### src/rtl/div_ctrl.sv
// Iterative radix-2 restoring divider for RV32M DIV/DIVU/REM/REMU.
// Stalls EX while the result is pending; special cases finish in one cycle.
module div_ctrl #(
  parameter int WORD_WIDTH = 32
) (
  input  logic                  CLK,
  input  logic                  rst,
  input  logic                  start,
  input  logic [1:0]            op,
  input  logic [WORD_WIDTH-1:0] op_a,
  input  logic [WORD_WIDTH-1:0] op_b,
  input  logic                  hold,
  input  logic                  flush,
  output logic                  div_stall,
  output logic                  done,
  output logic [WORD_WIDTH-1:0] res
);

  localparam int CNT_W = $clog2(WORD_WIDTH);
  localparam logic [CNT_W-1:0] CNT_LAST = CNT_W'(WORD_WIDTH - 1);
  localparam logic [WORD_WIDTH-1:0] MIN_NEG = {1'b1, {(WORD_WIDTH-1){1'b0}}};

  typedef enum logic [1:0] {IDLE, CALC, ADJ, DONE} state_t;

  state_t                state_q, state_d;
  logic [CNT_W-1:0]      count_q, count_d;
  logic [WORD_WIDTH-1:0] rem_q, rem_d;
  logic [WORD_WIDTH-1:0] quo_q, quo_d;
  logic [WORD_WIDTH-1:0] dvs_q, dvs_d;
  logic [WORD_WIDTH-1:0] res_q, res_d;
  logic                  rem_sel_q, rem_sel_d;
  logic                  neg_quo_q, neg_quo_d;
  logic                  neg_rem_q, neg_rem_d;
  logic                  done_q, done_d;

  logic                  is_signed;
  logic [WORD_WIDTH-1:0] abs_a;
  logic [WORD_WIDTH-1:0] abs_b;
  logic [WORD_WIDTH:0]   trial;

  assign is_signed = ~op[0];
  assign abs_a     = (is_signed && op_a[WORD_WIDTH-1]) ? -op_a : op_a;
  assign abs_b     = (is_signed && op_b[WORD_WIDTH-1]) ? -op_b : op_b;
  // The dividend register doubles as the quotient: its MSB feeds the partial remainder.
  assign trial     = {rem_q, quo_q[WORD_WIDTH-1]} - {1'b0, dvs_q};

  always_comb begin
    state_d   = state_q;
    count_d   = count_q;
    rem_d     = rem_q;
    quo_d     = quo_q;
    dvs_d     = dvs_q;
    res_d     = res_q;
    rem_sel_d = rem_sel_q;
    neg_quo_d = neg_quo_q;
    neg_rem_d = neg_rem_q;

    case (state_q)
      IDLE: begin
        if (start && !flush) begin
          rem_sel_d = op[1];
          neg_quo_d = is_signed & (op_a[WORD_WIDTH-1] ^ op_b[WORD_WIDTH-1]);
          neg_rem_d = is_signed & op_a[WORD_WIDTH-1];
          rem_d     = '0;
          quo_d     = abs_a;
          dvs_d     = abs_b;
          if (op_b == '0) begin
            res_d   = op[1] ? op_a : '1;
            state_d = DONE;
          end else if (is_signed && op_a == MIN_NEG && op_b == '1) begin
            res_d   = op[1] ? '0 : MIN_NEG;
            state_d = DONE;
          end else begin
            count_d = CNT_LAST;
            state_d = CALC;
          end
        end
      end
      CALC: begin
        if (!trial[WORD_WIDTH]) begin
          rem_d = trial[WORD_WIDTH-1:0];
          quo_d = {quo_q[WORD_WIDTH-2:0], 1'b1};
        end else begin
          rem_d = {rem_q[WORD_WIDTH-2:0], quo_q[WORD_WIDTH-1]};
          quo_d = {quo_q[WORD_WIDTH-2:0], 1'b0};
        end
        if (count_q == '0) begin
          state_d = ADJ;
        end else begin
          count_d = count_q - CNT_W'(1);
        end
      end
      ADJ: begin
        if (rem_sel_q) begin
          res_d = neg_rem_q ? -rem_q : rem_q;
        end else begin
          res_d = neg_quo_q ? -quo_q : quo_q;
        end
        state_d = DONE;
      end
      DONE: begin
        if (!hold) begin
          state_d = IDLE;
        end
      end
      default: state_d = IDLE;
    endcase

    // A redirect kills whatever is in flight but leaves the last result visible.
    if (flush) begin
      state_d = IDLE;
      res_d   = res_q;
    end

    done_d = (state_d == DONE);
  end

  always_ff @(posedge CLK) begin
    if (rst) begin
      state_q   <= IDLE;
      count_q   <= '0;
      rem_q     <= '0;
      quo_q     <= '0;
      dvs_q     <= '0;
      res_q     <= '0;
      rem_sel_q <= 1'b0;
      neg_quo_q <= 1'b0;
      neg_rem_q <= 1'b0;
      done_q    <= 1'b0;
    end else begin
      state_q   <= state_d;
      count_q   <= count_d;
      rem_q     <= rem_d;
      quo_q     <= quo_d;
      dvs_q     <= dvs_d;
      res_q     <= res_d;
      rem_sel_q <= rem_sel_d;
      neg_quo_q <= neg_quo_d;
      neg_rem_q <= neg_rem_d;
      done_q    <= done_d;
    end
  end

  assign div_stall = start & ~flush & ~rst & (state_q != DONE);
  assign done      = done_q;
  assign res       = res_q;

endmodule

### config.mk
export PLATFORM = sky130hd
export DESIGN_NAME = div_ctrl
export DESIGN_NICKNAME = d
export VERILOG_FILES = /design/src/rtl/div_ctrl.sv
export SDC_FILE = /design/constraint.sdc
export NUM_CORES = 1
export LEC_CHECK = 0
export CAP_MARGIN = 20
export CORE_ASPECT_RATIO = 0.75
export CORE_MARGIN = 2
export CORE_UTILIZATION = 35
export DETAILED_ROUTE_END_ITERATION = 8
export PLACE_DENSITY_LB_ADDON = 0.25
export RECOVER_POWER = 25
export SKIP_LAST_GASP = 1
export SLEW_MARGIN = 20
export SYNTH_ARGS = -nofsm -noshare
export SYNTH_HDL_FRONTEND = slang
export SYNTH_SLANG_ARGS = --single-unit
### constraint.sdc
create_clock -name CLK -period 4.4 [get_ports CLK]
set_input_delay 1.32 -clock CLK [delete_from_list [all_inputs] [get_ports CLK]]
set_output_delay 1.32 -clock CLK [all_outputs]
set_load 0.01 [all_outputs]
==> impl_results.md, run 1 <==
- Max-slew headroom: about 23%
- # setup viols final: 0
- CTS max path bufs: 2
- Via density: 5.64
- Final Max Tran Viols: 0
- Largest net degree at the start of global routing: 70
- WL per Instance: approximately 18 um
- CTS Root Cell: clkbuf_16
- Vias: 10,300
- VDD IR max: 0.000284 V
- Final period util: 96.3%
- Post_cts resized: 0
- Worst path arrival time: around 4.6 ns
- CTS tree: done
- Area Growth Syn to Fin: 24.5%
- Layout cell share with drive strength beyond 1: 8.36%
- Die area: 30,200 um^2
- Slowest cell on crit path: or4_1
- Die W: approximately 200 um
- Routability congestion estimate: 0.908
- Synth unique cells: 64
- Final Power: 3.83 mW
- TritonRoute pass-1 iters: 5
- Clock sink count: 139
- # IOs: about 110
- Crit path max fanout: 15
- Pwr Density: 305 nW/um^2
- Critical path, cell by cell: clkdlybuf4s50_1 > or4_1 > nor3_1 > buf_4 > nand3_1 > or3_1 > nor3_1 > nor3_1 > nor2_4 > nor2_1 > a22o_1
- DP Wirelength: around 25 mm
- Layout Cells excl Fill: 1,832
- # diodes: 0
- Postcts setup bufs: 0
- R2R Path Start: quo_q[31]$_SDFFE_PP0P_
- Layout Nets: 1,544
- RSZ-0062 raised after global routing: false
- Synthesis-stage register bit count: 139
- Max H-tree Level: 4
- Synth Area per Inst: roughly 7.6 um^2
- DRC errors left: 0
- Cts bufs inserted: 17
- Crit path launch type: primary input
- Initial Util: 35.8%
- Seq/Total Area, Yosys: 27.6%
- Die height: 151 um
- Reg2reg end: rem_q[26]$_SDFFE_PP0P_
- Critical Path Source: op_a[12]
- Slew @ Worst Pin: roughly 1.1 ns
- MaxCap Viol Count: 0
- Antenna violations before repair: 1
- Most frequent CP cell: nor3_1
- Vias in the first global route: around 9,300
- Rows: 53
- Worst skew pair latency: about 0.44 ns
- Lkg Pwr: 4.64 nW
- Most frequent cells in the layout: nand2_1 (143), dfxtp_1 (139), nor2_1 (108)
- TNS Setup: 0 ns
- Net Count, Synth: approximately 1,400
- Initial DRC Count: 763
- Grt total ovfl: 0
- EDFF count, synth: 0
- Clock Skew: 0.0117 ns
- Fillers: 2,844
- Mapped Area: just over 10,000 um^2
- Port buffer count: 104
- Drt total wl: 33.6 mm
- Commonest non-fill, non-tap cell in the layout: nand2_1
- Status: completed
- Peak Freq: 236 MHz
- Worst hold path type: flop to flop
- First-pass GRT wire length: 52.4 mm
- Min cycle time layout: between 4 and 5 ns
- Async SR Flop Fraction: 0%
- Clock transition at path regs: roughly 0.060 ns
- Hold WS: 0.450 ns
- CP endpoint: res[16]$_SDFFE_PP0P_
- Hold Buf Count CTS: 0
- Cells on worst reg2reg path: 15
- Number of routed nets with antenna violations: 0
- Reg2Reg Setup Slack: approximately 0.6 ns
- Final hold viol count: 0
- Cell count after synthesis: 1,318
- Total global-route track usage: roughly 22%
- CP Class: primary input to flop
- CP max stage delay: slightly below 0.6 ns
- Warnings, synthesis: 0
- Placed insts: about 1,800
- Primary FF master, synth: dfxtp_1
- Critical Path RT: 4.72 ns
- Core Area: 28,200 um^2
- Setup crit end kind: flop
## critical path, delay by kind of cell
family	cells	cell delay [ns]
buffers and inverters	2	0.56
AND/OR/NAND/NOR	8	2.34
AO/OA/AOI/OAI	1	0.33
## worst min path at each step
stage	from	endpoint	slack (ns)	cells after the start
floorplan	dvs_q[22]$_SDFFE_PP0P_	dvs_q[22]$_SDFFE_PP0P_	0.43	2
global placement	dvs_q[22]$_SDFFE_PP0P_	dvs_q[22]$_SDFFE_PP0P_	0.44	2
detailed placement	dvs_q[25]$_SDFFE_PP0P_	dvs_q[25]$_SDFFE_PP0P_	0.45	2
CTS	dvs_q[25]$_SDFFE_PP0P_	dvs_q[25]$_SDFFE_PP0P_	0.45	2
global route	dvs_q[25]$_SDFFE_PP0P_	dvs_q[25]$_SDFFE_PP0P_	0.47	2
finish	dvs_q[22]$_SDFFE_PP0P_	dvs_q[22]$_SDFFE_PP0P_	0.45	2
## kinds of logic after synthesis
group | after synthesis | synth area share (%)
flops | 139 | 27.6
xor+xnor | 139 | 12.1
mux | 27 | 2.68
buf+inv | 121 | 4.56
fa+ha+maj | 39 | 4.92
compound gates | 423 | 27.5
simple gates | 430 | 20.6
## synth_stat cells, types with 3 or more instances
cell	n	area (um^2)
a221oi_1	4	35.0
or2_2	4	25.0
nor2b_1	8	50.1
xnor2_1	74	648
a21oi_1	106	531
o41ai_1	13	114
a311oi_1	22	193
dfxtp_1	139	2780
or3_1	27	169
o211ai_1	22	165
clkbuf_1	62	233
buf_1	8	30.0
a22oi_1	30	225
a22o_1	15	131
nor3b_1	3	22.5
nand3_1	25	125
o21bai_1	4	30.0
nor4_1	10	62.6
a31oi_1	13	81.3
or4_1	15	113
inv_1	47	176
a2bb2oi_1	4	35.0
mux2i_1	27	270
nand4_1	9	56.3
a32o_1	3	30.0
o21ai_0	92	460
nand2_1	143	537
nand2b_1	32	200
nor2_1	108	405
ha_1	38	475
buf_2	4	20.0
and3_1	9	56.3
o31ai_1	27	203
o22ai_1	9	56.3
and2_1	3	18.8
xor2_1	65	569
a21o_1	10	75.1
a211oi_1	34	255
nor3_1	20	100
## cell type report
type	instances	area, um^2	area share (%)
inverters	47	176	1.41
flip-flops and latches	139	2780	22.2
clock buffers	20	467	3.72
multi-input cells	1058	6850	54.6
clock inverters	12	216	1.72
well taps	385	482	3.84
repair buffers	171	1570	12.5
## where the power goes
group	internal, mW	switching [mW]	leakage (nW)
clock network	1.11	0.593	0.336
logic	0.321	0.449	3.17
registers	1.30	0.0514	1.13
total	2.73	1.09	4.64
## per-layer routing
layer / part of all wire [%] / up-vias / global-route usage, % / wire length, um
li1: - / 5049 / - / -
met2: 40 / 415 / 31.2 / 13600
met1: 50 / 4850 / 34.7 / 16900
met4: 0.98 / 0 / 4.59 / 331
met5: 0 / - / 0 / 0
met3: 8.4 / 26 / 4.41 / 2820
## flip-flops by register name, indices dropped and copies added, names as in the netlist, 2 cells and up
| register | flops |
|---|---|
| res | 32 |
| dvs_q | 32 |
| state_q | 2 |
| rem_q | 32 |
| count_q | 5 |
| quo_q | 32 |
## stage by stage
step | utilization, % | setup WS (ns) | cell area [um^2]
2_1_floorplan | - | 0.521 | 10100
3_3_place_gp | 42.1 | -0.154 | 11900
3_5_place_dp | 42.1 | -0.193 | 11900
4_1_cts | 44.6 | 0.239 | 12600
5_1_grt | 44.5 | 0.0721 | 12500
6_report | 44.5 | 0.163 | 12500
Power figures use the tool's default switching activity.
==> inputs of run 2 (changes only) <==
--- a/config.mk
+++ b/config.mk
@@ -11,4 +11,5 @@
 export CORE_UTILIZATION = 35
 export DETAILED_ROUTE_END_ITERATION = 8
+export GPL_TIMING_DRIVEN = 0
 export PLACE_DENSITY_LB_ADDON = 0.25
 export RECOVER_POWER = 25
==> constraint.sdc (replaced) <==
create_clock -name CLK -period 4.4 [get_ports CLK]
set_input_delay 1.1 -clock CLK [delete_from_list [all_inputs] [get_ports CLK]]
set_output_delay 1.1 -clock CLK [all_outputs]
set_load 0.01 [all_outputs]
==> run 2 against run 1 <==
- worst setup slack worse by 0.069 ns
- cell count rose by 0.60%
- final area down 1.5%
- via count rose by 2.1%
- largest cell class unchanged
- combinational power is 1% lower
- power down 3.0%
- largest power group unchanged
- critical path type unchanged
- non-clock buffer count rose by 11
- sequential cell count stayed put
- utilization down 0.67 points
- register-to-register slack lost 0.23 ns
- sequential power about the same
- critical endpoint is now res[19]$_SDFFE_PP0P_
- fmax decreased by 1.6%
==> impl_results.md, run 2 (synthesized netlist as in run 1, its figures left out) <==
- Number of routed nets with antenna violations: 0
- Worst path arrival time: 4.63 ns
- Area Growth Syn to Fin: 22.6%
- Initial DRC Count: 926
- Final hold viol count: 0
- Crit path launch type: primary input
- Vias in the first global route: around 9,500
- Die W: 200 um
- Final Max Tran Viols: 0
- Via density: 5.73
- Largest net degree at the start of global routing: 17
- Final period util: 97.9%
- VDD IR max: just under 0.0003 V
- Place WS: -1.03 ns
- Peak Freq: 232 MHz
- Rows: 53
- Clock sink count: approximately 140
- Die area: 30,200 um^2
- Die height: 151 um
- TNS Setup: 0 ns
- Setup crit end kind: flop
- # diodes: 0
- Max-slew headroom: a little under two fifths
- Grt total ovfl: 0
- Total global-route track usage: about a quarter
- Worst skew pair latency: 0.44 ns
- Status: completed
- Pwr Density: approximately 300 nW/um^2
- Drt total wl: roughly 36 mm
- Cts bufs inserted: 17
- CTS max path bufs: 2
- Max H-tree Level: 4
- Lkg Pwr: 4.45 nW
- Vias: around 11,000
- TritonRoute pass-1 iters: 6
- RSZ-0062 raised after global routing: true
- CTS Root Cell: clkbuf_16
- Layout cell share with drive strength beyond 1: 4.87%
- CP Class: primary input to flop
- DP Wirelength: 28.2 mm
- Layout Nets: approximately 1,600
- Port buffer count: 104
- CTS tree: done
- Worst hold path type: flop to flop
- Initial Util: 35.8%
- Switching share of power: 29.9%
- Crit path max fanout: 10
- Critical Path RT: 4.73 ns
- Most frequent cells in the layout: nand2_1 (143), dfxtp_1 (139), nor2_1 (108)
- Sequential share of power: 36.5%
- Pint: 2.60 mW
- # IOs: ~110
- Clk pwr share: 42.9%
- MaxCap Viol Count: 0
- Core Area: 28,200 um^2
- Min cycle time layout: 4.31 ns
- Routability congestion estimate: 0.938
- DRC errors left: 0
- Clock Skew: 0.0153 ns
- Final worst setup slack: about 0.094 ns
- Commonest non-fill, non-tap cell in the layout: nand2_1
- Slew @ Worst Pin: ~0.9 ns
- Hold Buf Count CTS: 0
- # setup viols final: 0
- Clock transition at path regs: 0.06 ns
- WL per Instance: between 15 and 20 um
- Hold WS: 0.456 ns
- Combinational share of power: between 20% and 30%
- Antenna violations before repair: 0
- Sw Pwr: approximately 1.1 mW
- First-pass GRT wire length: 55.5 mm
==> run 2: changes by cell type in the layout (fill, tap and decap cells not counted), sizes merged <==
| cell | change |
|---|---|
| clkbuf | +65 |
| buf | -54 |
| bufinv | -2 |
| clkinvlp | +2 |
| dlygate4sd3 | +2 |
| clkdlybuf4s50 | -1 |
| clkinv | -1 |
==> run 2: worst paths after layout <==
check / from / end / slack [ns] / cells past startpoint
max: op_a[0] / res[19]$_SDFFE_PP0P_ / 0.09 / 12
min: dvs_q[31]$_SDFFE_PP0P_ / dvs_q[31]$_SDFFE_PP0P_ / 0.46 / 2
max reg2reg: quo_q[31]$_SDFFE_PP0P_ / rem_q[28]$_SDFFE_PP0P_ / 0.37 / 14
min reg2reg: dvs_q[31]$_SDFFE_PP0P_ / dvs_q[31]$_SDFFE_PP0P_ / 0.46 / 2
==> run 2: layout make-up <==
type,count,area (um^2)
buffer,72,283
clock buffer,21,470
clock inverter,11,166
fill,2886,15800
inverter,47,176
multi-input combinational,1058,6910
sequential,139,2780
tap,385,482
timing repair buffer,110,1090
==> run 2: power groups by stage <==
stage | clock [mW] | sequential, mW | combinational [mW]
after detailed placement | 0 | 1.38 | 0.743
after global placement | 0 | 1.38 | 0.736
final | 1.59 | 1.36 | 0.762
after floorplan | 0 | 1.36 | 0.488
after global routing | 1.66 | 1.36 | 0.835
after CTS | 1.61 | 1.35 | 0.749
==> run 2: routing by layer <==
layer  routed length, um  vias to the layer above  part of all wire, %  global-route usage (%)
met5                   0                        -                    0                       0
li1                    -                     5059                    -                       -
met4                 475                        0                  1.3                    5.07
met3                3350                       35                  9.3                    4.34
met2               14000                      480                   39                    32.4
met1               18200                     4978                   51                    38.5
==> run 2: critical path, stage by stage <==
cell and delay (ns):
clkdlybuf4s50_1 0.52, inv_1 0.12, ha_1 0.17, nor3b_2 0.47
nand3_1 0.29, or3_1 0.56, nor3_2 0.27, nor3_1 0.10
nor2_4 0.23, nor2_1 0.21, clkbuf_2 0.28, a22o_1 0.29
==> run 2: what timing repair did <==
item / CTS / global route
resized for setup: 10 / 7
buffers inserted: 0 / 5
setup endpoints to repair: 45 / 59
pin swaps: 0 / 2
==> run 2: through the flow <==
step | power [mW] | instances | cell area [um^2] | utilization [%]
global route | 3.86 | 1843 | 12400 | 43.9
finish | 3.71 | 1843 | 12400 | 43.9
detailed placement | 2.12 | 1808 | 11600 | 41.2
global placement | 2.12 | 1807 | 11600 | 41.2
CTS | 3.71 | 1840 | 12300 | 43.6
floorplan | 1.85 | 1318 | 10100 | -
